--- config.mk ---
export PLATFORM = sky130hd
export DESIGN_NAME = chunked_serial_adder_flat
export DESIGN_NICKNAME = d
export VERILOG_FILES = /design/src/rtl/chunked_serial_adder_if.sv /design/src/rtl/chunked_serial_adder.sv /design/src/flat_wrapper.sv
export SDC_FILE = /design/constraint.sdc
export NUM_CORES = 1
export LEC_CHECK = 0
export ABC_AREA = 1
export CAP_MARGIN = 20
export CORE_MARGIN = 5
export CORE_UTILIZATION = 45
export CTS_CLUSTER_SIZE = 28
export DETAILED_ROUTE_END_ITERATION = 7
export PLACE_DENSITY = 0.71
export SYNTH_ARGS = -nofsm -noshare
export SYNTH_HDL_FRONTEND = slang
export SYNTH_SLANG_ARGS = --single-unit
--- constraint.sdc ---
create_clock -name clk -period 4.75 [get_ports clk]
set_input_delay 0.95 -clock clk [delete_from_list [all_inputs] [get_ports clk]]
set_output_delay 0.95 -clock clk [all_outputs]
set_load 0.02 [all_outputs]
--- src/rtl/chunked_serial_adder_if.sv ---
// Operand/result bundle for the chunked serial adder: request fields flow
// from the operand registers (master) to the adder (slave), results flow back.
interface chunked_serial_adder_if #(
  parameter int WIDTH = 16
);
  logic             start;
  logic             sub;
  logic             ci;
  logic [WIDTH-1:0] a;
  logic [WIDTH-1:0] b;
  logic             ready;
  logic             done;
  logic [WIDTH-1:0] sum;
  logic             carry;
  logic             overflow;

  modport master (
    output start, sub, ci, a, b,
    input  ready, done, sum, carry, overflow
  );

  modport slave (
    input  start, sub, ci, a, b,
    output ready, done, sum, carry, overflow
  );
endinterface

--- src/rtl/chunked_serial_adder.sv ---
// Multi-cycle add/subtract: CHUNK bits per clock, LSB chunk first, with the
// carry held in a register between chunks. Results register once per operation.
//
// state | meaning
// IDLE  | ready=1, waiting for start
// RUN   | one chunk per edge, idx 0..N-1
// DONE  | one-cycle done pulse, then back to IDLE
module chunked_serial_adder #(
  parameter int WIDTH = 16,
  parameter int CHUNK = 4
) (
  input logic                  clk,
  input logic                  rst,
  chunked_serial_adder_if.slave bus
);
  localparam int N     = WIDTH / CHUNK;
  localparam int IDX_W = (N > 1) ? $clog2(N) : 1;
  localparam logic [IDX_W-1:0] IDX_LAST = IDX_W'(N - 1);

  typedef enum logic [1:0] {IDLE, RUN, DONE} state_t;

  state_t           state;
  logic [IDX_W-1:0] idx;
  logic [WIDTH-1:0] op_a;
  logic [WIDTH-1:0] op_b;
  logic             cy;
  logic             sign_a;
  logic             sign_b;
  logic [CHUNK:0]   chunk_sum;
  logic [WIDTH-1:0] a_next;

  always_comb begin
    chunk_sum = {1'b0, op_a[CHUNK-1:0]} + {1'b0, op_b[CHUNK-1:0]} + {{CHUNK{1'b0}}, cy};
  end

  // op_a doubles as the accumulator: operand chunks leave at the bottom while
  // result chunks enter at the top, so after N edges it holds the full result.
  generate
    if (N == 1) begin : g_single
      assign a_next = chunk_sum[CHUNK-1:0];
    end else begin : g_multi
      assign a_next = {chunk_sum[CHUNK-1:0], op_a[WIDTH-1:CHUNK]};
    end
  endgenerate

  always_ff @(posedge clk) begin
    if (rst) begin
      state        <= IDLE;
      idx          <= '0;
      op_a         <= '0;
      op_b         <= '0;
      cy           <= 1'b0;
      sign_a       <= 1'b0;
      sign_b       <= 1'b0;
      bus.sum      <= '0;
      bus.carry    <= 1'b0;
      bus.overflow <= 1'b0;
      bus.done     <= 1'b0;
      bus.ready    <= 1'b1;
    end else begin
      case (state)
        IDLE: begin
          bus.done <= 1'b0;
          if (bus.start) begin
            op_a      <= bus.a;
            op_b      <= bus.sub ? ~bus.b : bus.b;
            cy        <= bus.sub ? 1'b1 : bus.ci;
            sign_a    <= bus.a[WIDTH-1];
            sign_b    <= bus.b[WIDTH-1] ^ bus.sub;
            idx       <= '0;
            bus.ready <= 1'b0;
            state     <= RUN;
          end
        end
        RUN: begin
          op_a <= a_next;
          op_b <= op_b >> CHUNK;
          cy   <= chunk_sum[CHUNK];
          idx  <= idx + IDX_W'(1);
          if (idx == IDX_LAST) begin
            bus.sum      <= a_next;
            bus.carry    <= chunk_sum[CHUNK];
            bus.overflow <= (sign_a == sign_b) && (a_next[WIDTH-1] != sign_a);
            bus.done     <= 1'b1;
            idx          <= '0;
            state        <= DONE;
          end
        end
        DONE: begin
          bus.done  <= 1'b0;
          bus.ready <= 1'b1;
          state     <= IDLE;
        end
        default: begin
          state <= IDLE;
        end
      endcase
    end
  end
endmodule
--- src/flat_wrapper.sv ---
// flat-port wrapper written by rule: the top's interface ports become plain ports
module chunked_serial_adder_flat 
#(
  parameter int WIDTH = 16,
  parameter int CHUNK = 4
)
  (clk, rst, bus_start, bus_sub, bus_ci, bus_a, bus_b, bus_ready, bus_done, bus_sum, bus_carry, bus_overflow);
  chunked_serial_adder_if #(.WIDTH(WIDTH)) bus_i ();
  input logic clk;
  input logic rst;
  input wire logic [$bits(bus_i.start)-1:0] bus_start;
  input wire logic [$bits(bus_i.sub)-1:0] bus_sub;
  input wire logic [$bits(bus_i.ci)-1:0] bus_ci;
  input wire logic [$bits(bus_i.a)-1:0] bus_a;
  input wire logic [$bits(bus_i.b)-1:0] bus_b;
  output wire logic [$bits(bus_i.ready)-1:0] bus_ready;
  output wire logic [$bits(bus_i.done)-1:0] bus_done;
  output wire logic [$bits(bus_i.sum)-1:0] bus_sum;
  output wire logic [$bits(bus_i.carry)-1:0] bus_carry;
  output wire logic [$bits(bus_i.overflow)-1:0] bus_overflow;
  assign bus_i.start = bus_start;
  assign bus_i.sub = bus_sub;
  assign bus_i.ci = bus_ci;
  assign bus_i.a = bus_a;
  assign bus_i.b = bus_b;
  assign bus_ready = bus_i.ready;
  assign bus_done = bus_i.done;
  assign bus_sum = bus_i.sum;
  assign bus_carry = bus_i.carry;
  assign bus_overflow = bus_i.overflow;
  chunked_serial_adder #(.WIDTH(WIDTH), .CHUNK(CHUNK)) u_core (.clk(clk), .rst(rst), .bus(bus_i));
endmodule
==> results.yml, run 1 <==
routing:
  firstDrtPassIters: 4
  vias: 2387
  antenna_left: 0
  wl_per_cell_um: 13.6
  routed_via_density: 5.05
  drt-total-wl_mm: 6.42
  first_iter_violations: 128
  drc: 0
synthesis:
  synthCells: 344
  synth-async-reset-ratio: 0
  synth.most_common_cell: "nand2_1"
  syn-num-nets: 387
  synth_cell_type_count: 31
  synth_seq_cells: 59
  synthTopCellsByCount: "nand2_1, dfxtp_1, inv_1, nand3_1, a21oi_1"
  syn_area_per_cell_um2: 8.37
  synthTopCellsByArea: "dfxtp_1, nand2_1, o21ai_2"
  synthFlopType: "dfxtp_1"
  synth_area_leader_cell: "dfxtp_1"
  ys_seq_area_frac: 0.410
  synth_top_area_frac: 0.410
  syn_area_um2: 2880
  yosys_warnings: 0
  synth_edf_count: 0
layout:
  utilization: 0.571
  seqCellArea_um2: 1180
  multi_input_area_um2: 1360
  num_antenna_cells: 0
  syn2layout_area_growth_pct: 24.7
  fillers: 573
  layout-drive-gt1-share: 0.159
  final_nets: 434
  fin_cells: 473
cts:
  ctsResizeCount: 0
  cts_tree: "done"
  postCtsSetupRepairBufs: 0
  path_clk_slew_ps: 60
  clock_sinks: 59
  worstSkewPairLatency_ps: 340
  htree_num_levels: 3
  clockBufferDepth: 2
  cts-hold-fix-buffers: 0
  cts_root_buf: "clkbuf_8"
  numCtsBuffers: 9
grt:
  grt_pass1_vias: 2391
  grt_start_max_net_pins: 53
  track_usage: 0.163
  grt_pass1_wl_mm: 10.9
  antenna_found_initial: 0
  grt_remaining_overflow: 0
status:
  outcome: "finished, final reports clean"
worst_setup_path:
  arrival_ps: 2500
  max_stage_delay_ps: 870
  crit_chain: "clkdlybuf4s50_1, xnor2_1, o211ai_2, nand2_1, inv_1"
  crit_fanout: 17
  cp-end-kind: "register"
  cp-start-kind: "input pin"
  required_ps: 4980
  crit_path_top_delay_cell: "clkdlybuf4s50_1"
  critical_path_class: "in2reg"
min_path:
  min_path_type: "reg2reg"
place:
  io_buffers: 56
  dp.cells: 457
  gp_congestion: 0.777
  place_hpwl_mm: 4.44
timing:
  fin_setup_tns_ps: 0
  fin_crit_sh: 0.478
  worstMarginPinSlew_ps: 893
  fmax_mhz: 441
  skew_ps: 6.92
  rsz0062_at_grt: "false"
  setup_violations: 0
  hold_violations: 0
  min_period_ps: 2270
  report.final.slew_viol_count: 0
  relSlewSlack: 0.403
pwr:
  powerDensity_nw_per_um2: 343
  ir_worst_vdd_uv: 162
  leakage_nw: 1.52
floorplanning:
  rows: 29
  ios: 57
  core_area_um2: 6280
  die_w_um: 90.0
  die_h_um: 90.0
  start_util: 0.458
  die-area_um2: 8090
job:
  cap_violations: 0
==> flip-flops by register name (all words and copies together), names as in the netlist, 2 cells and up <==
signal and count:
u_core.bus.sum 16, u_core.idx 2, u_core.state 2, u_core.op_b 16, u_core.op_a 16
==> power by group <==
part | leakage (nW) | internal [mW] | switching [mW]
combinational | 0.925 | 0.0860 | 0.120
sequential | 0.483 | 0.527 | 0.0186
clock | 0.108 | 0.283 | 0.197
total | 1.52 | 0.896 | 0.336
==> metal layers <==
metal | part of all wire | global-route usage
met4 | 0.018 | 0.0856
met1 | 0.46 | 0.200
met5 | 0 | 0
met2 | 0.46 | 0.263
met3 | 0.057 | 0.0426
==> cells in the final DEF (no fill, tap or decap), types with 8 or more instances in the layout <==
cell	synthesis	layout
nand2_1	66	66
inv_1	37	37
o21ai_2	18	18
o211ai_2	8	8
nand3_1	24	24
clkdlybuf4s50_1	0	56
a21oi_1	22	22
o21ai_1	12	12
o21ai_0	15	15
xnor2_1	13	13
clkbuf_8	0	12
nand2_2	8	8
dfxtp_1	59	59
==> critical path: cells and delay by family <==
| family | cells | cell delay [ps] |
|---|---|---|
| buffers and inverters | 2 | 910 |
| xor gates and xnor gates | 1 | 480 |
| and+or+nand+nor | 1 | 60 |
| AOI/OAI and AO/OA | 1 | 100 |
==> cells by family (layout without fill, tap and decap cells) <==
logic type / after synthesis / count (layout) / share of synthesized area
fa+ha+maj: 6 / 6 / 0.0313
compound gates: 92 / 92 / 0.218
flops: 59 / 59 / 0.410
buf+inv: 64 / 116 / 0.117
simple gates: 106 / 106 / 0.172
xor+xnor: 17 / 17 / 0.0517
==> layout make-up <==
cell class                      count  area share
Inverter                           43      0.0471
Multi-Input combinational cell    221       0.379
Timing Repair Buffer               57       0.158
Clock inverter                      4      0.0133
Sequential cell                    59       0.329
Clock buffer                       12      0.0460
Tap cell                           77      0.0269
==> worst paths after layout <==
path / startpoint / endpoint / slack [ps] / cells past startpoint
worst max register to register: u_core.state[0] / u_core.bus.sum[3] / 2810 / 6
worst max-delay path: bus_sub / u_core.op_b[4] / 2480 / 5
worst min register to register: u_core.idx[0] / u_core.idx[0] / 460 / 1
worst min-delay path: u_core.idx[0] / u_core.idx[0] / 460 / 1
==> metrics by stage <==
stage | total power, mW | worst slack, ps | cell area [um2] | hold WS (ps)
floorplan | 0.711 | 3030 | 2880 | 435
global placement | 0.758 | 2160 | 3370 | 451
detailed placement | 0.763 | 2140 | 3370 | 457
CTS | 1.25 | 2450 | 3590 | 468
global route | 1.30 | 2340 | 3590 | 497
finish | 1.23 | 2480 | 3590 | 463
Note: power is estimated with default switching activity, not from simulation.
==> inputs of run 2 (changes only) <==
Settings changed: PLACE_DENSITY 0.71 to 0.74.
Clock period 4.75 ns to 2 ns, I/O delays scaled along.
==> results.yml, run 2 (synthesis gave the netlist of run 1 again) <==
cts:
  htree_num_levels: 3
  cts-hold-fix-buffers: 0
  clock_sinks: 59
  ctsResizeCount: 0
  cts_tree: "done"
  worstSkewPairLatency_ps: 330
  postCtsSetupRepairBufs: 0
  cts_root_buf: "clkbuf_8"
  clockBufferDepth: 2
  numCtsBuffers: 9
  path_clk_slew_ps: 70
grt:
  grt_pass1_vias: 2360
  grt_start_max_net_pins: 35
  grt_pass1_wl_mm: 11.1
  antenna_found_initial: 0
  track_usage: 0.165
  grt_remaining_overflow: 0
worst_setup_path:
  crit_fanout: 2
  cp-start-kind: "register"
  required_ps: 2260
  cp-startpoint: "u_core.cy"
  reg2reg_from: "u_core.cy"
  arrival_ps: 2030
  critical_path_class: "reg2reg"
  cp-end-kind: "register"
layout:
  syn2layout_area_growth_pct: 25.8
  final_nets: 441
  final_common_cell: "nand2_1"
  num_antenna_cells: 0
  utilization: 0.577
  largestRegisters: "u_core.bus.sum (16), u_core.op_a (16), u_core.op_b (16)"
  layout-drive-gt1-share: 0.171
  final_cell_mix: "nand2_1, dfxtp_1, clkdlybuf4s50_1"
routing:
  vias: 2412
  first_iter_violations: 129
  antenna_left: 0
  firstDrtPassIters: 4
  drt-total-wl_mm: 6.35
  drc: 0
  wl_per_cell_um: 13.2
  routed_via_density: 5.03
timing:
  min_period_ps: 1770
  fin_crit_sh: 0.885
  relSlewSlack: 0.725
  rsz0062_at_grt: "false"
  fin_setup_tns_ps: 0
  skew_ps: 6.28
  hold_violations: 0
  setup_violations: 0
  report.final.slew_viol_count: 0
  worstMarginPinSlew_ps: 413
  fmax_mhz: 565
status:
  outcome: "finished, final reports clean"
pwr:
  ir_worst_vdd_uv: 320
  leakage_nw: 1.54
  powerDensity_nw_per_um2: 790
job:
  cap_violations: 0
place:
  place_hpwl_mm: 4.59
  gp_congestion: 0.854
  io_buffers: 56
floorplanning:
  die-area_um2: 8090
  die_w_um: 90.0
  ios: 57
  die_h_um: 90.0
  rows: 29
  core_area_um2: 6280
  start_util: 0.458
min_path:
  min_from: "u_core.idx[0]"
  min_path_type: "reg2reg"
-- run 2: cell count changes in the layout (fill, tap and decap cells not counted) --
cell      previous run  this run
clkbuf_8            12        10
clkbuf_1             0         1
buf_4                1         8
clkinv_2             2         3
-- run 2: layer usage --
layer | wire, um | share of wire | global-route usage | up-vias
met5 | 0 | 0 | 0 | -
met4 | 131 | 0.021 | 0.0757 | 0
met3 | 387 | 0.061 | 0.0451 | 12
met2 | 2950 | 0.46 | 0.263 | 63
met1 | 2880 | 0.45 | 0.208 | 1104
li1 | - | - | - | 1233
-- run 2: layout make-up --
| type | instances | area (um2) |
|---|---|---|
| Sequential cell | 59 | 1180 |
| Fill cell | 582 | 2660 |
| Multi-Input combinational cell | 221 | 1360 |
| Inverter | 43 | 169 |
| Clock inverter | 5 | 52.6 |
| Clock buffer | 11 | 141 |
| Timing Repair Buffer | 64 | 621 |
| Tap cell | 77 | 96.3 |
-- run 2: worst max-delay path: stages, from the launching register on --
cell,delay [ps]
dfxtp_1,330
fa_1,460
fa_1,510
inv_1,70
o21ai_2,120
o21ai_1,60
a21oi_1,140
-- run 2: path summary, 6_finish.rpt --
path / to / cells past startpoint / slack, ps
setup / recovery: u_core.op_a[13] / 6 / 230
hold / removal: u_core.idx[0] / 1 / 460
setup reg to reg: u_core.op_a[13] / 6 / 230
hold reg to reg: u_core.idx[0] / 1 / 460
-- run 2: metrics by stage --
step / hold WS, ps / power (mW) / setup slack (ps) / instances / area, um2
finish: 464 / 2.86 / 231 / 480 / 3620
global placement: 449 / 1.82 / 221 / 464 / 3430
CTS: 465 / 2.89 / 211 / 480 / 3620
detailed placement: 456 / 1.83 / 168 / 464 / 3430
floorplan: 435 / 1.69 / 367 / 344 / 2880
global route: 485 / 3.02 / 104 / 480 / 3620
-- run 2: report_power, final --
part / internal [mW] / switching, mW / leakage, nW
Clock: 0.603 / 0.460 / 0.0991
Combinational: 0.216 / 0.287 / 0.958
Sequential: 1.25 / 0.0440 / 0.483
Total: 2.07 / 0.790 / 1.54
==> inputs of run 3 (changes only) <==
Settings changed: CORE_UTILIZATION 45 to 46, CTS_CLUSTER_SIZE 28 to 30, PLACE_DENSITY 0.74 to 0.75.
==> results.yml, run 3 (synthesis gave the netlist of run 1 again) <==
routing:
  firstDrtPassIters: 4
  routed_via_density: 5.14
  met1Wirelength_mm: 2.71
  drt-total-wl_mm: 6.25
  drc: 0
  antenna_left: 0
  vias: 2447
  dr_wl_met2_mm: 2.87
  first_iter_violations: 100
  wl_per_cell_um: 13.1
  dr_wl_met3_um: 547
  top_layer_used: "met4"
floorplanning:
  die_h_um: 89.1
  die-area_um2: 7940
  start_util: 0.480
  core_area_um2: 5990
  die_w_um: 89.1
  ios: 57
  rows: 28
cts:
  clockBufferDepth: 2
  worstSkewPairLatency_ps: 330
  postCtsSetupRepairBufs: 0
  ctsResizeCount: 0
  cts_root_buf: "clkbuf_8"
  htree_num_levels: 3
  clock_sinks: 59
  path_clk_slew_ps: 60
  cts_tree: "done"
  cts-hold-fix-buffers: 0
  numCtsBuffers: 9
timing:
  min_period_ps: 1780
  fmax_mhz: 561
  worstMarginPinSlew_ps: 352
  fin_setup_tns_ps: 0
  setup_violations: 0
  relSlewSlack: 0.765
  hold_violations: 0
  hold_ws_ps: 468
  report.final.slew_viol_count: 0
  skew_ps: 3.81
  finalWorstSetupSlack_ps: 217
  fin_crit_sh: 0.891
  rsz0062_at_grt: "false"
layout:
  final_cell_mix: "nand2_1, dfxtp_1, clkdlybuf4s50_1"
  layout-drive-gt1-share: 0.167
  syn2layout_area_growth_pct: 25.0
  final_common_cell: "nand2_1"
  final_nets: 440
  finalInstanceArea_um2: 3600
  largestRegisters: "u_core.bus.sum (16), u_core.op_a (16), u_core.op_b (16)"
  num_antenna_cells: 0
  utilization: 0.600
  fin_cells: 476
pwr:
  leakage_nw: 1.53
  totalPowerFinal_mw: 2.76
  ir_worst_vdd_uv: 386
  powerDensity_nw_per_um2: 768
worst_setup_path:
  critical_path_buf_inv_count: 1
  cp-start-kind: "register"
  cp-end-kind: "register"
  crit_fanout: 2
  arrival_ps: 2060
  max_stage_delay_ps: 470
  required_ps: 2280
  crit_chain: "fa_1, fa_1, xor2_1, nand2_1, o211ai_1, nand2_1, inv_1"
  r2r_slack_ps: 220
  ff2ff_path_depth: 7
  critical_path_class: "reg2reg"
  reg2reg_from: "u_core.cy"
  crit_path_top_delay_cell: "fa_1"
  critPathTopFamily: "adder cells"
  regToRegEndpoint: "u_core.op_a[14]"
grt:
  grt_start_max_net_pins: 35
  track_usage: 0.171
  grt_remaining_overflow: 0
  grt_pass1_wl_mm: 10.5
  grt_pass1_vias: 2296
  antenna_found_initial: 0
place:
  place_ws_ps: 234
  dp.cells: 461
  place_area_um2: 3420
  gp_congestion: 0.789
  place_hpwl_mm: 4.48
  io_buffers: 56
min_path:
  min_path_type: "reg2reg"
  holdPathEnd: "u_core.op_a[8]"
  min_from: "u_core.op_a[8]"
  hold_depth: 2
status:
  outcome: "finished, final reports clean"
job:
  cap_violations: 0
==> run 3: cell types whose count changed in the layout (fill, tap and decap cells not counted) <==
cell        delta
clkbuf_8       +2
buf_4          -1
bufinv_16      -1
clkinv_2       -1
clkinvlp_4     -1
==> run 3: per-layer routing <==
layer,track usage,up-vias
met5,0,-
met4,0.0866,0
met3,0.0415,11
met2,0.270,78
met1,0.217,1129
li1,-,1229
==> run 3: area by class of cell <==
type                    instances  area [um2]
fillers                       558        2390
multi-input cells             221        1360
flip-flops and latches         59        1180
repair buffers                 63         613
clock buffers                  13         169
inverters                      43         169
well taps                      75        93.8
clock inverters                 2        10.0
==> run 3: worst max path at each step <==
stage                   start              end  slack (ps)  depth (start not counted)
detailed placement  u_core.cy  u_core.op_a[14]         230                          7
global route        u_core.cy  u_core.op_a[14]         140                          7
finish              u_core.cy  u_core.op_a[14]         220                          7
floorplan           u_core.cy  u_core.op_a[14]         370                          7
global placement    bus_start  u_core.op_a[15]         230                          7
CTS                 u_core.cy  u_core.op_a[14]         220                          7
==> run 3: where the power goes <==
group | switching [mW] | leakage [nW] | internal (mW)
clock | 0.424 | 0.0953 | 0.540
combinational | 0.285 | 0.953 | 0.215
sequential | 0.0447 | 0.483 | 1.25
==> run 3: tightest hold or removal path: stages (launching register included) <==
cell and delay (ps):
dfxtp_1 300, inv_1 70, a21oi_1 60
